==> src/rtl/prog_loader_if.sv <==
// rtl/prog_loader_if.sv - UART byte input and instruction-RAM write port bundle
//
// Purpose: groups the byte stream coming from uart_rx and the write port
//          going to instruction RAM so the loader takes them as one port.
// Signals:
//   rx_valid  one-cycle pulse, rx_data holds a received byte
//   rx_data   received UART byte
//   wr_en     instruction-RAM write strobe (one cycle)
//   wr_addr   word address of the write
//   wr_data   instruction word
// Modports:
//   master    byte source / RAM sink side (drives rx_*, observes wr_*)
//   slave     loader side (observes rx_*, drives wr_*)

interface prog_loader_if #(
   parameter int ADDR_W = 8
);
   logic              rx_valid;
   logic [7:0]        rx_data;
   logic              wr_en;
   logic [ADDR_W-1:0] wr_addr;
   logic [31:0]       wr_data;

   modport master (output rx_valid, rx_data, input wr_en, wr_addr, wr_data);
   modport slave  (input rx_valid, rx_data, output wr_en, wr_addr, wr_data);
endinterface

==> src/rtl/prog_loader.sv <==
// rtl/prog_loader.sv - UART boot loader for the MIPS instruction memory
//
// Purpose: receives frames "0x55, COUNT[15:8], COUNT[7:0], COUNT*4 data bytes",
//          packs data big-endian into 32-bit words, writes them to word
//          addresses 0,1,2,... and holds the CPU in reset until the image is
//          complete or boot is skipped.
// Optional: define LOADER_CSUM_EN to append a one-byte XOR checksum of all
//           data bytes, checked in a CSUM state before the CPU is released.
// Ports:
//   clk        system clock
//   reset      asynchronous active-low reset
//   bus        prog_loader_if.slave: rx_valid/rx_data in, wr_en/wr_addr/wr_data out
//   boot_skip  level; in SYNC, skip loading and release the CPU
//   reload     one-cycle pulse; in DONE, return to SYNC
//   cpu_hold   1 = CPU held in reset
//   busy       1 while a frame is in progress
//   err        frame error, cleared by the next sync byte
//   done       1 in DONE

module prog_loader #(
   parameter int ADDR_W         = 8,
   parameter int MAX_WORDS      = 256,
   parameter int TIMEOUT_CYCLES = 1000000
) (
   input  logic         clk,
   input  logic         reset,
   prog_loader_if.slave bus,
   input  logic         boot_skip,
   input  logic         reload,
   output logic         cpu_hold,
   output logic         busy,
   output logic         err,
   output logic         done
);
   localparam int            TW      = $clog2(TIMEOUT_CYCLES + 1);
   localparam logic [16:0]   MAX_CNT = 17'(MAX_WORDS);
   localparam logic [TW-1:0] T_LAST  = TW'(TIMEOUT_CYCLES - 1);

   typedef enum logic [2:0] {
      S_SYNC,
      S_CNT_HI,
      S_CNT_LO,
      S_DATA,
`ifdef LOADER_CSUM_EN
      S_CSUM,
`endif
      S_FIN,
      S_DONE,
      S_ERR
   } state_t;

   // State that follows the last data word (or a COUNT=0 header).
`ifdef LOADER_CSUM_EN
   localparam state_t S_TAIL = S_CSUM;
`else
   localparam state_t S_TAIL = S_FIN;
`endif

   state_t            state_q, state_nxt;
   logic [1:0]        byte_idx_q;
   logic [31:0]       word_q;
   logic              pend_q;
   logic [ADDR_W-1:0] word_idx_q;
   logic [7:0]        cnt_hi_q;
   logic [15:0]       count_q;
   logic [TW-1:0]     tcnt_q;
`ifdef LOADER_CSUM_EN
   logic [7:0]        csum_q;
`endif

   logic              wr_en_q, wr_en_nxt;
   logic [ADDR_W-1:0] wr_addr_q, wr_addr_nxt;
   logic [31:0]       wr_data_q, wr_data_nxt;
   logic              cpu_hold_q, cpu_hold_nxt;
   logic              busy_q, busy_nxt;
   logic              err_q, err_nxt;
   logic              done_q, done_nxt;

   logic        sync_byte;
   logic [15:0] count_in;
   logic        timeout_hit;
   logic        last_written;
   logic        enter_cnt_hi;
   logic        counting;

   assign sync_byte    = bus.rx_valid && (bus.rx_data == 8'h55);
   assign count_in     = {cnt_hi_q, bus.rx_data};
   assign timeout_hit  = (tcnt_q == T_LAST);
   // The final write has been on the bus for a full cycle; leave DATA now.
   assign last_written = wr_en_q &&
                         ({{(16-ADDR_W){1'b0}}, wr_addr_q} == (count_q - 16'd1));
   assign enter_cnt_hi = (state_nxt == S_CNT_HI) && (state_q != S_CNT_HI);
   assign counting     = !(state_q inside {S_SYNC, S_FIN, S_DONE, S_ERR});

   // State register
   always_ff @(posedge clk or negedge reset) begin
      if (!reset) state_q <= S_SYNC;
      else        state_q <= state_nxt;
   end

   // Next-state logic; a byte always wins over a same-cycle timeout
   always_comb begin
      state_nxt = state_q;
      case (state_q)
         S_SYNC: begin
            if (boot_skip)      state_nxt = S_DONE;
            else if (sync_byte) state_nxt = S_CNT_HI;
         end
         S_CNT_HI: begin
            if (bus.rx_valid)     state_nxt = S_CNT_LO;
            else if (timeout_hit) state_nxt = S_ERR;
         end
         S_CNT_LO: begin
            if (bus.rx_valid) begin
               if (count_in == 16'd0)               state_nxt = S_TAIL;
               else if ({1'b0, count_in} > MAX_CNT) state_nxt = S_ERR;
               else                                 state_nxt = S_DATA;
            end else if (timeout_hit) begin
               state_nxt = S_ERR;
            end
         end
         S_DATA: begin
            if (last_written)                        state_nxt = S_TAIL;
            else if (!bus.rx_valid && timeout_hit)   state_nxt = S_ERR;
         end
`ifdef LOADER_CSUM_EN
         S_CSUM: begin
            if (bus.rx_valid)     state_nxt = (bus.rx_data == csum_q) ? S_FIN : S_ERR;
            else if (timeout_hit) state_nxt = S_ERR;
         end
`endif
         S_FIN:  state_nxt = S_DONE;
         S_DONE: if (reload)    state_nxt = S_SYNC;
         S_ERR:  if (sync_byte) state_nxt = S_CNT_HI;
         default: state_nxt = S_SYNC;
      endcase
   end

   // Output logic: next values of the registered outputs
   always_comb begin
      wr_en_nxt    = pend_q;
      wr_addr_nxt  = pend_q ? word_idx_q : wr_addr_q;
      wr_data_nxt  = pend_q ? word_q     : wr_data_q;
      cpu_hold_nxt = (state_nxt != S_DONE);
      done_nxt     = (state_nxt == S_DONE);
      err_nxt      = (state_nxt == S_ERR);
      busy_nxt     = !(state_nxt inside {S_SYNC, S_FIN, S_DONE, S_ERR});
   end

   // Output registers and datapath
   always_ff @(posedge clk or negedge reset) begin
      if (!reset) begin
         wr_en_q    <= 1'b0;
         wr_addr_q  <= '0;
         wr_data_q  <= '0;
         cpu_hold_q <= 1'b1;
         busy_q     <= 1'b0;
         err_q      <= 1'b0;
         done_q     <= 1'b0;
         byte_idx_q <= '0;
         word_q     <= '0;
         pend_q     <= 1'b0;
         word_idx_q <= '0;
         cnt_hi_q   <= '0;
         count_q    <= '0;
         tcnt_q     <= '0;
`ifdef LOADER_CSUM_EN
         csum_q     <= '0;
`endif
      end else begin
         wr_en_q    <= wr_en_nxt;
         wr_addr_q  <= wr_addr_nxt;
         wr_data_q  <= wr_data_nxt;
         cpu_hold_q <= cpu_hold_nxt;
         busy_q     <= busy_nxt;
         err_q      <= err_nxt;
         done_q     <= done_nxt;
         pend_q     <= 1'b0;

         if (bus.rx_valid || enter_cnt_hi) tcnt_q <= '0;
         else if (counting)                tcnt_q <= tcnt_q + TW'(1);
         else                              tcnt_q <= '0;

`ifdef LOADER_CSUM_EN
         if (enter_cnt_hi) csum_q <= '0;
`endif

         case (state_q)
            S_CNT_HI: if (bus.rx_valid) cnt_hi_q <= bus.rx_data;
            S_CNT_LO: begin
               if (bus.rx_valid) begin
                  count_q    <= count_in;
                  byte_idx_q <= '0;
                  word_idx_q <= '0;
               end
            end
            S_DATA: begin
               if (bus.rx_valid) begin
                  word_q     <= {word_q[23:0], bus.rx_data};
                  byte_idx_q <= byte_idx_q + 2'd1;
                  // Write is issued on the edge after the 4th byte lands
                  pend_q     <= (byte_idx_q == 2'd3);
`ifdef LOADER_CSUM_EN
                  csum_q     <= csum_q ^ bus.rx_data;
`endif
               end
               if (pend_q) word_idx_q <= word_idx_q + ADDR_W'(1);
            end
            default: ;
         endcase
      end
   end

   assign bus.wr_en   = wr_en_q;
   assign bus.wr_addr = wr_addr_q;
   assign bus.wr_data = wr_data_q;
   assign cpu_hold    = cpu_hold_q;
   assign busy        = busy_q;
   assign err         = err_q;
   assign done        = done_q;
endmodule
==> src/flat_wrapper.sv <==
// flat-port wrapper written by rule: the top's interface ports become plain ports
module prog_loader_flat 
#(
   parameter int ADDR_W         = 8,
   parameter int MAX_WORDS      = 256,
   parameter int TIMEOUT_CYCLES = 1000000
)
  (clk, reset, boot_skip, reload, cpu_hold, busy, err, done, bus_rx_valid, bus_rx_data, bus_wr_en, bus_wr_addr, bus_wr_data);
  prog_loader_if #(.ADDR_W(ADDR_W)) bus_i ();
  input  logic clk;
  input  logic reset;
  input  logic boot_skip;
  input  logic reload;
  output logic cpu_hold;
  output logic busy;
  output logic err;
  output logic done;
  input wire logic [$bits(bus_i.rx_valid)-1:0] bus_rx_valid;
  input wire logic [$bits(bus_i.rx_data)-1:0] bus_rx_data;
  output wire logic [$bits(bus_i.wr_en)-1:0] bus_wr_en;
  output wire logic [$bits(bus_i.wr_addr)-1:0] bus_wr_addr;
  output wire logic [$bits(bus_i.wr_data)-1:0] bus_wr_data;
  assign bus_i.rx_valid = bus_rx_valid;
  assign bus_i.rx_data = bus_rx_data;
  assign bus_wr_en = bus_i.wr_en;
  assign bus_wr_addr = bus_i.wr_addr;
  assign bus_wr_data = bus_i.wr_data;
  prog_loader #(.ADDR_W(ADDR_W), .MAX_WORDS(MAX_WORDS), .TIMEOUT_CYCLES(TIMEOUT_CYCLES)) u_core (.clk(clk), .reset(reset), .bus(bus_i), .boot_skip(boot_skip), .reload(reload), .cpu_hold(cpu_hold), .busy(busy), .err(err), .done(done));
endmodule
==> config.mk <==
export PLATFORM = sky130hd
export DESIGN_NAME = prog_loader_flat
export DESIGN_NICKNAME = d
export VERILOG_FILES = /design/src/rtl/prog_loader_if.sv /design/src/rtl/prog_loader.sv /design/src/flat_wrapper.sv
export SDC_FILE = /design/constraint.sdc
export NUM_CORES = 1
export LEC_CHECK = 0
export CORE_MARGIN = 10
export CORE_UTILIZATION = 25
export CTS_CLUSTER_DIAMETER = 40
export DETAILED_ROUTE_END_ITERATION = 16
export SLEW_MARGIN = 0
export SYNTH_ARGS = -nofsm -noshare
export SYNTH_HDL_FRONTEND = slang
export SYNTH_SLANG_ARGS = --single-unit
==> constraint.sdc <==
create_clock -name clk -period 2.34 [get_ports clk]
set_clock_uncertainty 0.1 [all_clocks]
set_input_delay 0.468 -clock clk [delete_from_list [all_inputs] [get_ports clk]]
set_output_delay 0.468 -clock clk [all_outputs]
set_load 0.1 [all_outputs]
Yosys cells after proc, flatten, opt, wreduce, memory -nomap -nowiden
Index checks and enable logic that the tools add are counted.
{"block": "totals", "register_bits": 135, "in_bits": 13, "word_cells": 78}
{"block": "op_classes", "n_addsub": 4, "magnitude_cmp": 1, "n_eq_ne": 19, "muxes": 21, "reduce_logical": 18}
{"cell": "two-way mux 20 bit", "count": 2}
{"cell": "two-way mux 3 bit", "count": 10}
{"cell": "one-hot mux 3 bit (7 select lines)", "count": 1}
{"cell": "adder 20 x 1 -> 20 bit, second input constant", "count": 1}
{"cell": "== test 20 bit, second input constant", "count": 1}
{"cell": "== test 3 bit, second input constant", "count": 6}
{"cell": "== test 8 x 16 -> 1 bit", "count": 1}
{"cell": "greater-than comparator 16 x 9 -> 1 bit, second input constant", "count": 1}
{"cell": "zero test 16 bit", "count": 1}
{"cell": "two-way mux 8 bit", "count": 2}
{"cell": "one-hot mux 8 bit (2 select lines)", "count": 1}
{"cell": "subtractor 16 x 1 -> 16 bit, second input constant", "count": 1}
{"cell": "adder 8 x 1 -> 8 bit, second input constant", "count": 1}
{"cell": "== test 8 x 7 -> 1 bit, second input constant", "count": 1}
{"cell": "nonzero test 4 bit", "count": 2}
{"cell": "== test 3 x 1 -> 1 bit, second input constant", "count": 2}
{"cell": "== test 3 x 2 -> 1 bit, second input constant", "count": 2}
{"cell": "zero test 3 bit", "count": 2}
{"cell": "AND reduction 2 bit", "count": 3}
{"cell": "AND reduction 3 bit", "count": 2}
{"cell": "logical AND 1 bit", "count": 4}
{"cell": "two-way mux 2 bit", "count": 2}
{"cell": "!= test 2 bit, second input constant", "count": 2}
{"cell": "one-hot mux 2 bit (2 select lines)", "count": 1}
{"cell": "9 further kinds", "count": 11}

Depth between registers and ports, before layout
{"block": "logic_depth", "depth_word": 9, "depth_mapped": 10, "mapped_depth_nobuf": 9}

Worst setup path before layout
No wires, ideal clock.
{"block": "synth_path", "kind": "reg-to-reg", "from": "register u_core.wr_addr_q[7] (netlist: u_core.bus.wr_addr[7])", "to": "register u_core.err_q (netlist: u_core.err)", "setup_ns": 0.120, "arrival_ns": 2.415, "required_time_ns": 2.120, "setup_slack_ns": -0.295, "path_stages_with_launch": 7, "path_cell_list": "dfrtp_1 or3b_1 a2111oi_2 o311ai_1 nor4_4 a2111o_2 and3b_1"}
{"block": "synth_via", "elab_chain_len": 5}
{"item": "from (decl)", "line_no": "prog_loader.sv:72", "rtl": "logic [ADDR_W-1:0] wr_addr_q, wr_addr_nxt;"}
{"item": "from (signal assigned)", "line_no": "prog_loader.sv:172", "rtl": "wr_addr_q <= wr_addr_nxt;"}
{"item": "== test 8 x 16 -> 1 bit", "line_no": "prog_loader.sv:91", "rtl": "({{(16-ADDR_W){1'b0}}, wr_addr_q} == (count_q - 16'd1));"}
{"item": "logical AND 1 bit", "line_no": "prog_loader.sv:90", "rtl": "assign last_written = wr_en_q &&"}
{"item": "two-way mux 3 bit", "line_no": "prog_loader.sv:123", "rtl": "if (last_written) state_nxt = S_TAIL;"}
{"item": "one-hot mux 3 bit (7 select lines)", "line_no": "prog_loader.sv:104", "rtl": "case (state_q)"}
{"item": "via u_core.state_nxt[2]", "line_no": "prog_loader.sv:59", "rtl": "state_t state_q, state_nxt;"}
{"item": "== test 3 bit", "line_no": "prog_loader.sv:146", "rtl": "err_nxt = (state_nxt == S_ERR);"}
{"item": "via u_core.err_nxt", "line_no": "prog_loader.sv:76", "rtl": "logic err_q, err_nxt;"}
{"item": "to (signal assigned)", "line_no": "prog_loader.sv:176", "rtl": "err_q <= err_nxt;"}
{"item": "to (decl)", "line_no": "prog_loader.sv:76"}
The timed path passes the listed nets, and every way through them passes these cells.
A chain may end at the register's enable or synchronous reset.

Worst setup path after layout
{"block": "layout_path", "from": "register u_core.count_q[0]", "to": "register u_core.err_q (netlist: u_core.err)"}
{"block": "layout_via", "elab_chain_len": 6}
{"item": "from (decl)", "line_no": "prog_loader.sv:65", "rtl": "logic [15:0] count_q;"}
{"item": "from (signal assigned)", "line_no": "prog_loader.sv:192", "rtl": "count_q <= count_in;"}
{"item": "subtractor 16 x 1 -> 16 bit", "line_no": "prog_loader.sv:91"}
{"item": "== test 8 x 16 -> 1 bit", "line_no": "prog_loader.sv:91"}
{"item": "logical AND 1 bit", "line_no": "prog_loader.sv:90"}
{"item": "two-way mux 3 bit", "line_no": "prog_loader.sv:123"}
{"item": "one-hot mux 3 bit (7 select lines)", "line_no": "prog_loader.sv:104"}
{"item": "== test 3 bit", "line_no": "prog_loader.sv:146"}
{"item": "via u_core.err_nxt", "line_no": "prog_loader.sv:76"}
The timed path passes the listed nets, and every way through them passes these cells.

==> out/metrics.cfg <==
[setup_path]
cp-start-kind=flip-flop
r2r_end=u_core.err$_DFF_PN0_
rrSetupSlack_ns=-0.06
crit_required_ns=2.54
crit_path_end=u_core.err$_DFF_PN0_
crit_fanout=4
cp.arrival_ns=2.61
cp-startpoint=u_core.count_q[0]$_DFFE_PN0P_
r2r_start=u_core.count_q[0]$_DFFE_PN0P_
critPathKind=reg2reg
endpoint_kind=flip-flop
reg2reg_depth=8

[cts]
cts_max_path_buffers=2
htree_num_levels=4
clock_latency_ns=0.41
root_buffer=clkbuf_16
cts.sinks=135
clk_pin_slew_ns=0.06
cts_buffers=17
cts_tree=done

[timing]
slew_violations=0
fin_crit_sh_pct=103
setup_tns_ns=-0.0839
final-hold-violation-count=0
setup_violations=2
setup_ws_ns=-0.0632
relSlewSlack_pct=60.1
worst_pin_slew_ns=0.599
fin_crit_ns=2.40
rsz0062_at_grt=true
max_freq_ghz=0.416

[layout]
num_antenna_cells=0
ff_latch_area_um2=3390
area_growth_pct=29.4
final_nets=570
fill_cells=2263
final_layout_size_suffix_gt1_share_pct=41.0
fin_area_um2=7590
multi_input_area_um2=2430

[global_routing]
grt_pass1_vias=4183
grt_use_total_pct=8.99
antenna_found_initial=0
grt_overflow=0
grt_pass1_wl_um=21600
grt_max_degree=62

[power]
leakage_nw=3.51
power_mw=8.51
ir_worst_vdd_mv=0.560
power.density_nw_per_um2=1120

[hold_path]
hold_class=reg2reg
min_from=u_core.tcnt_q[0]$_DFF_PN0_

[logic_synthesis]
yosys_warnings=0
ys_types=54
dominantRegCellSynth=dfrtp_1
avgSynthCellArea_um2=12.6
synth_enable_flop_cells=0
synthesis.nets=481
ys_ff_latch=135
async_reset_ff_share_pct=100
synthesis.area_um2=5870
synth_cells=464
synth_seq_area_share_pct=57.6

[floorplan]
io_pins=58
dieArea_um2=30000
initial_core_util_pct=25.7
die_h_um=173
rows=55
fp.coreArea_um2=22800
die_x_um=173

[placement]
place_hpwl_um=9640
gp_congestion=0.863
port_buffers=57
placed_area_um2=6940

[detailed_routing]
wire_per_inst_um=15.1
drt_iter0_drc=199
vias_per_cell=4.39
routed_wl_um=13300
ant_nets=0
firstDrtPassIters=4
vias=3861
drc_errors=0

[outcome]
outcome=finished with violations
failed_checks=negative setup slack

[job]
cap_violations=0

[report_power, final]
group	switching [mW]	internal (mW)	total, mW
logic	1.38	1.07	2.45
registers	0.492	2.93	3.43
clock network	0.981	1.65	2.63
[state kept, by name, indices dropped and copies added (netlist names), 2 cells and up]
signal / cells
u_core.byte_idx_q: 2
u_core.state_q: 3
u_core.tcnt_q: 20
u_core.bus.wr_data: 32
u_core.count_q: 16
u_core.word_idx_q: 8
u_core.word_q: 32
u_core.bus.wr_addr: 8
u_core.cnt_hi_q: 8
[placed cells by master, fill, tap and decap left out, types with 3 or more instances in the layout]
master,synthesis,final
dfrtp_1,134,125
nand2b_1,3,3
nor3_1,6,5
ha_1,4,3
nand3b_1,4,4
a21oi_1,6,6
clkbuf_8,1,3
o21ai_0,9,8
inv_1,10,8
buf_12,0,3
clkinv_2,0,4
mux2_2,93,93
nand3_1,17,16
and3_1,10,10
xor2_1,25,25
buf_4,0,75
nor2b_1,5,5
xnor2_1,9,9
clkbuf_16,0,17
dfrtp_2,0,9
nand4_1,6,6
clkdlybuf4s50_1,0,9
nand2_1,21,20
nor2_1,37,37
[repair_timing]
action,in CTS,in global routing
hold buffers,1,0
endpoints found under the hold margin,58,0
endpoints found under the setup margin,4,3
buffers inserted,0,1
resized for setup,8,4
[how the worst min path moves through the flow]
| stage | end | slack [ns] | cells past startpoint |
|---|---|---|---|
| 3_5_place_dp | u_core.tcnt_q[0]$_DFF_PN0_ | 0.37 | 1 |
| 2_1_floorplan | u_core.bus.wr_addr[0]$_DFFE_PN0P_ | 0.07 | 0 |
| 6_report | u_core.tcnt_q[0]$_DFF_PN0_ | 0.38 | 1 |
| 3_3_place_gp | u_core.tcnt_q[0]$_DFF_PN0_ | 0.36 | 1 |
| 4_1_cts | u_core.tcnt_q[0]$_DFF_PN0_ | 0.38 | 1 |
| 5_1_grt | u_core.word_q[29]$_DFFE_PN0P_ | 0.41 | 1 |
[cells by family after synthesis]
group	after synthesis	synth area share [%]
AOI/OAI and AO/OA	32	3.82
xor gates and xnor gates	34	5.08
adders and majority gates	4	0.853
buffers and inverters	31	2.20
DFF	135	57.6
muxes	94	18.0
and+or+nand+nor	134	12.4
[synth_stat cells, drive strengths merged (2+ instances only)]
cell type	n	share of area (%)
or4	4	0.51
and3	10	1.1
xor2	25	3.7
mux2	93	18
nand4b	2	0.30
and2	2	0.21
nand2b	3	0.32
ha	4	0.85
nand4	6	0.64
xnor2	9	1.3
nor2	38	2.5
a21o	2	0.28
nor2b	5	0.53
a31oi	2	0.21
nor4	5	0.90
o211a	2	0.34
dfrtp	134	57
nand2	21	1.3
buf	7	0.49
and4	3	0.47
o21ai	10	0.85
inv	10	0.64
clkbuf	14	1.1
nor3	7	0.68
and3b	2	0.30
a21oi	6	0.51
nand3	17	1.5
nand3b	4	0.51
[per-stage QoR]
stage	std cells	setup slack, ns	util (%)	hold WS (ns)
2_1_floorplan	464	-0.0164	-	0.0724
5_1_grt	879	-0.127	33.2	0.409
3_3_place_gp	845	-0.576	30.4	0.365
4_1_cts	878	-0.0735	33.1	0.378
3_5_place_dp	845	-0.574	30.4	0.370
6_report	879	-0.0632	33.2	0.381
[cell type report]
class	count	area share, %
Clock buffer	21	6.20
Clock inverter	11	1.60
Inverter	10	0.494
Multi-Input combinational cell	298	32.0
Sequential cell	135	44.7
Tap cell	313	5.16
Timing Repair Buffer	91	9.91
[routing by layer]
layer	vias up	track usage, %	share of wire (%)
met5	-	0	0
met3	20	3.18	4.1
li1	1809	-	-
met1	1966	9.63	42
met2	66	15.6	52
met4	0	4.02	1.8
[critical path, cell delays in order (launching register included)]
cell and delay [ns]:
dfrtp_1 0.40, inv_2 0.09, ha_4 0.15, or3b_4 0.39, a2111oi_4 0.32, o311ai_2 0.14, nor4_4 0.26, o211a_1 0.26
and3b_1 0.18
(Power assumes the default switching activity.)
